File: src/rtl/tdm_demux_pkg.sv
// Shared definitions for the TDM mux/demux pair: default lane geometry and
// the receive-side FSM state encoding.
package tdm_demux_pkg;

  localparam int LANES_DEF = 4;
  localparam int SEL_W_DEF = 2;

  typedef enum logic {
    ST_IDLE = 1'b0,
    ST_RUN  = 1'b1
  } tdm_state_e;

endpackage

File: src/rtl/tdm_slot_ctr.sv
// SEL_W-bit wrapping slot counter. load0 forces the effective slot to 0 this
// cycle so a frame start is honoured without waiting for the register.
module tdm_slot_ctr #(
  parameter int SEL_W = 2
) (
  input  logic             clk,
  input  logic             rst,
  input  logic             en,
  input  logic             load0,
  output logic [SEL_W-1:0] slot_eff,
  output logic [SEL_W-1:0] slot
);

  localparam logic [SEL_W-1:0] ONE = {{(SEL_W-1){1'b0}}, 1'b1};

  assign slot_eff = load0 ? '0 : slot;

  // Power-of-two lane count, so natural overflow gives the LANES-1 -> 0 wrap.
  always_ff @(posedge clk or posedge rst) begin
    if (rst) begin
      slot <= '0;
    end else if (en) begin
      slot <= slot_eff + ONE;
    end
  end

endmodule

File: src/rtl/tdm_demux.sv
// Receive end of the 1-bit TDM link: drives the slot select to the remote mux,
// samples one bit per slot and publishes each complete frame as a parallel word.
module tdm_demux
  import tdm_demux_pkg::*;
#(
  parameter int LANES = LANES_DEF,
  parameter int SEL_W = SEL_W_DEF
) (
  input  logic             clk,
  input  logic             rst,
  input  logic             en,
  input  logic             sync,
  input  logic             din,
  output logic [SEL_W-1:0] sel_out,
  output logic [LANES-1:0] dout,
  output logic             dout_valid,
  output logic             frame_err,
  output tdm_state_e       dbg_state
);

  // Output protocol: dout_valid is a one-cycle strobe with no back-pressure;
  // dout is valid while dout_valid is high and holds until the next frame.

  localparam logic [SEL_W-1:0] LAST_SLOT = SEL_W'(LANES - 1);

  tdm_state_e       state, state_nxt;
  logic             load0;
  logic             capture;
  logic [SEL_W-1:0] slot_eff;
  logic [SEL_W-1:0] slot;
  logic [LANES-1:0] shadow;

  assign load0   = en & sync;
  assign capture = en & ((state == ST_RUN) | sync);

  tdm_slot_ctr #(.SEL_W(SEL_W)) u_slot_ctr (
    .clk      (clk),
    .rst      (rst),
    .en       (capture),
    .load0    (load0),
    .slot_eff (slot_eff),
    .slot     (slot)
  );

  assign sel_out   = slot_eff;
  assign dbg_state = state;

  always_ff @(posedge clk or posedge rst) begin
    if (rst) begin
      state <= ST_IDLE;
    end else begin
      state <= state_nxt;
    end
  end

  always_comb begin
    state_nxt = state;
    if (capture) begin
      state_nxt = ST_RUN;
    end
  end

  // A sync landing mid-frame restarts capture at slot 0; the stale partial
  // bits in shadow are overwritten before the next word is published.
  always_ff @(posedge clk or posedge rst) begin
    if (rst) begin
      shadow     <= '0;
      dout       <= '0;
      dout_valid <= 1'b0;
      frame_err  <= 1'b0;
    end else begin
      dout_valid <= 1'b0;
      frame_err  <= load0 & (state == ST_RUN) & (slot != '0);
      if (capture) begin
        shadow[slot_eff] <= din;
        if (slot_eff == LAST_SLOT) begin
          dout       <= {din, shadow[LANES-2:0]};
          dout_valid <= 1'b1;
        end
      end
    end
  end

endmodule

File: config.mk
export PLATFORM = sky130hd
export DESIGN_NAME = tdm_demux
export DESIGN_NICKNAME = d
export VERILOG_FILES = /design/src/rtl/tdm_demux_pkg.sv /design/src/rtl/tdm_slot_ctr.sv /design/src/rtl/tdm_demux.sv
export SDC_FILE = /design/constraint.sdc
export NUM_CORES = 1
export LEC_CHECK = 0
export ABC_AREA = 1
export ABC_CLOCK_PERIOD_IN_PS = 3890
export CAP_MARGIN = 0
export CORE_AREA = 2 2 39 41
export DETAILED_ROUTE_END_ITERATION = 8
export DIE_AREA = 0 0 41 43
export PLACE_DENSITY = 0.72
export REMOVE_ABC_BUFFERS = 1
export SYNTH_ARGS = -nofsm -noshare
export SYNTH_HDL_FRONTEND = slang
export SYNTH_SLANG_ARGS = --single-unit
File: constraint.sdc
create_clock -name clk -period 3.89 [get_ports clk]
set_clock_uncertainty 0.2 [all_clocks]
set_input_delay 0.778 -clock clk [delete_from_list [all_inputs] [get_ports clk]]
set_output_delay 0.778 -clock clk [all_outputs]
set_load 0.02 [all_outputs]
==> impl_metrics.json <==
{
  "synth_area_leaders": "dfrtp_1 (55%), nand2_1 (19%), ha_1 (9.2%)",
  "cts_root_buffer": "clkbuf_4",
  "hold_violations": 0,
  "grt_overflow": 0,
  "synth_flop_cell": "dfrtp_1",
  "hold_class": "register to register",
  "r2r_cells": 6,
  "die_area_sq_um": 1760,
  "drv_slew": 0,
  "r2r_slack_ns": 2.40,
  "rows": 14,
  "cp_max_fo": 4,
  "viasPerCell": 4.65,
  "yosysTopAreaCell": "dfrtp_1",
  "clockBufferDepth": 2,
  "wirelength_microns": 974,
  "dr.pass1.iters": 2,
  "synth_most_common_cell": "nand2_1",
  "cts_buffers": 3,
  "ys_async_sr_fraction": 1.00,
  "cp_data_arrival_time_ns": 2.21,
  "finalNonFillerCells": 93,
  "startpoint": "en",
  "min_delay_path_depth": 2,
  "max_freq_ghz": 0.314,
  "synth_edf_count": 0,
  "min_period_ns": 3.18,
  "grt_antenna_before_repair": 0,
  "crit_type": "input port to output port",
  "cts_tree": "yes",
  "hpwl_microns": 739,
  "syn_inst": 62,
  "drtIter0Drc": 8,
  "maxSlewHeadroom": 0.700,
  "grt_max_degree": 15,
  "min_to": "dout[0]",
  "synthToLayoutAreaGrowth_pct": 29.6,
  "grt_setup_unrepaired": "false",
  "crit_required_ns": 2.91,
  "multiInputGateArea_sq_um": 211,
  "endpoint_kind": "output port",
  "p_per_area_nw_per_um2": 602,
  "setup_viol": 0,
  "ys_seq_elements": 12,
  "synth_area_per_cell_sq_um": 8.80,
  "yosys-top-cells-count": "nand2_1 (28), dfrtp_1 (12), nand3_1 (7)",
  "core_sq_um": 1380,
  "grt_usage": 0.144,
  "leakage_nw": 0.388,
  "dr_total_vias": 432,
  "fin_nets": 88,
  "clkTransAtPathRegs_ns": 0.07,
  "yosysUniqueCellTypes": 9,
  "pin_count": 14,
  "fp.dieH_microns": 43,
  "synth_area_sq_um": 546,
  "drive_gt1_frac": 0.0649,
  "irDropWorstVdd_uv": 248,
  "setup_tns_ns": 0,
  "start_kind": "input port",
  "min_from": "dout[0]",
  "ys_seq_area_frac": 0.550,
  "antennaDiodeCount": 0,
  "initial_core_util": 0.394,
  "cts_setup_buffers": 0,
  "whs_ns": 0.269,
  "wl_per_cell_microns": 10.5,
  "power.total_uw": 426,
  "cts.sink_count": 12,
  "max_cap_viol_count": 0,
  "synth_warnings": 0,
  "dpl.cell_count": 90,
  "grt_pass1_wl_microns": 1690,
  "gp_congestion": 0.745,
  "rr_endpoint": "dout[1]",
  "status": "completed",
  "grt_pass1_vias": 413,
  "cts_hold_buffers": 0,
  "h-tree-depth": 1,
  "cts_resized": 0,
  "fillers": 146,
  "ant_nets": 0,
  "drc": 0,
  "r2r-start": "u_slot_ctr.slot[0]",
  "numPortBuffers": 13,
  "ff_latch_area_sq_um": 300,
  "tightest_slew_ns": 0.450,
  "die_w_microns": 41,
  "clock_latency_ns": 0.27,
  "fin_crit_sh": 0.818,
  "synth_top_area_frac": 0.550
}
final cells by class:
type                    instances  share of cell area
clock buffers                   3              0.0319
inverters                       6              0.0319
multi-input cells              43               0.299
flip-flops and latches         12               0.425
well taps                      16              0.0283
repair buffers                 13               0.184
layer usage:
metal | wire length [microns] | global-route usage | part of all wire
met1 | 447 | 0.176 | 0.46
met2 | 468 | 0.213 | 0.48
met3 | 44 | 0.0314 | 0.045
met4 | 14 | 0.100 | 0.014
met5 | 0 | 0 | 0
worst max path at each step:
stage	endpoint	slack (ns)	depth (start not counted)
global placement	sel_out[0]	0.73	5
detailed placement	sel_out[0]	0.71	5
floorplan	sel_out[0]	1.77	3
finish	sel_out[0]	0.71	5
global route	sel_out[0]	0.65	5
CTS	sel_out[0]	0.70	5
stage by stage:
step / cell area (sq um) / setup WS, ns / util
final: 707 / 0.706 / 0.511
after global routing: 707 / 0.646 / 0.511
after CTS: 707 / 0.696 / 0.511
after detailed placement: 684 / 0.705 / 0.495
after global placement: 684 / 0.733 / 0.495
after floorplan: 534 / 1.77 / -
worst max-delay path: stages:
cell             delay (ns)
clkdlybuf4s50_1        0.44
nand2_2                0.12
nand2_1                0.13
inv_1                  0.13
clkdlybuf4s50_1        0.61
sequential cells by signal, indices dropped and copies added, names as in the netlist:
name and flops:
shadow 3, frame_err 1, u_slot_ctr.slot 2, dout 4, dout_valid 1, dbg_state 1
placed cells by master (no fill, tap or decap), drive strengths merged:
cell type	count
inv	6
nor2	1
nand3	7
dfrtp	12
o21ai	1
nand2	30
clkbuf	3
clkdlybuf4s50	13
ha	4
power breakdown:
group / total [mW] / internal [mW] / switching (mW)
combinational: 0.164 / 0.0744 / 0.0894
clock: 0.0758 / 0.0358 / 0.0399
sequential: 0.186 / 0.166 / 0.0204
logic make-up after synthesis:
group,after synthesis,share of synthesized area
AND/OR/NAND/NOR,38,0.287
adder cells (fa/ha/maj),4,0.0917
buffers and inverters,7,0.0619
AO/OA/AOI/OAI,1,0.00917
flip-flops,12,0.550
(Power assumes the default switching activity.)
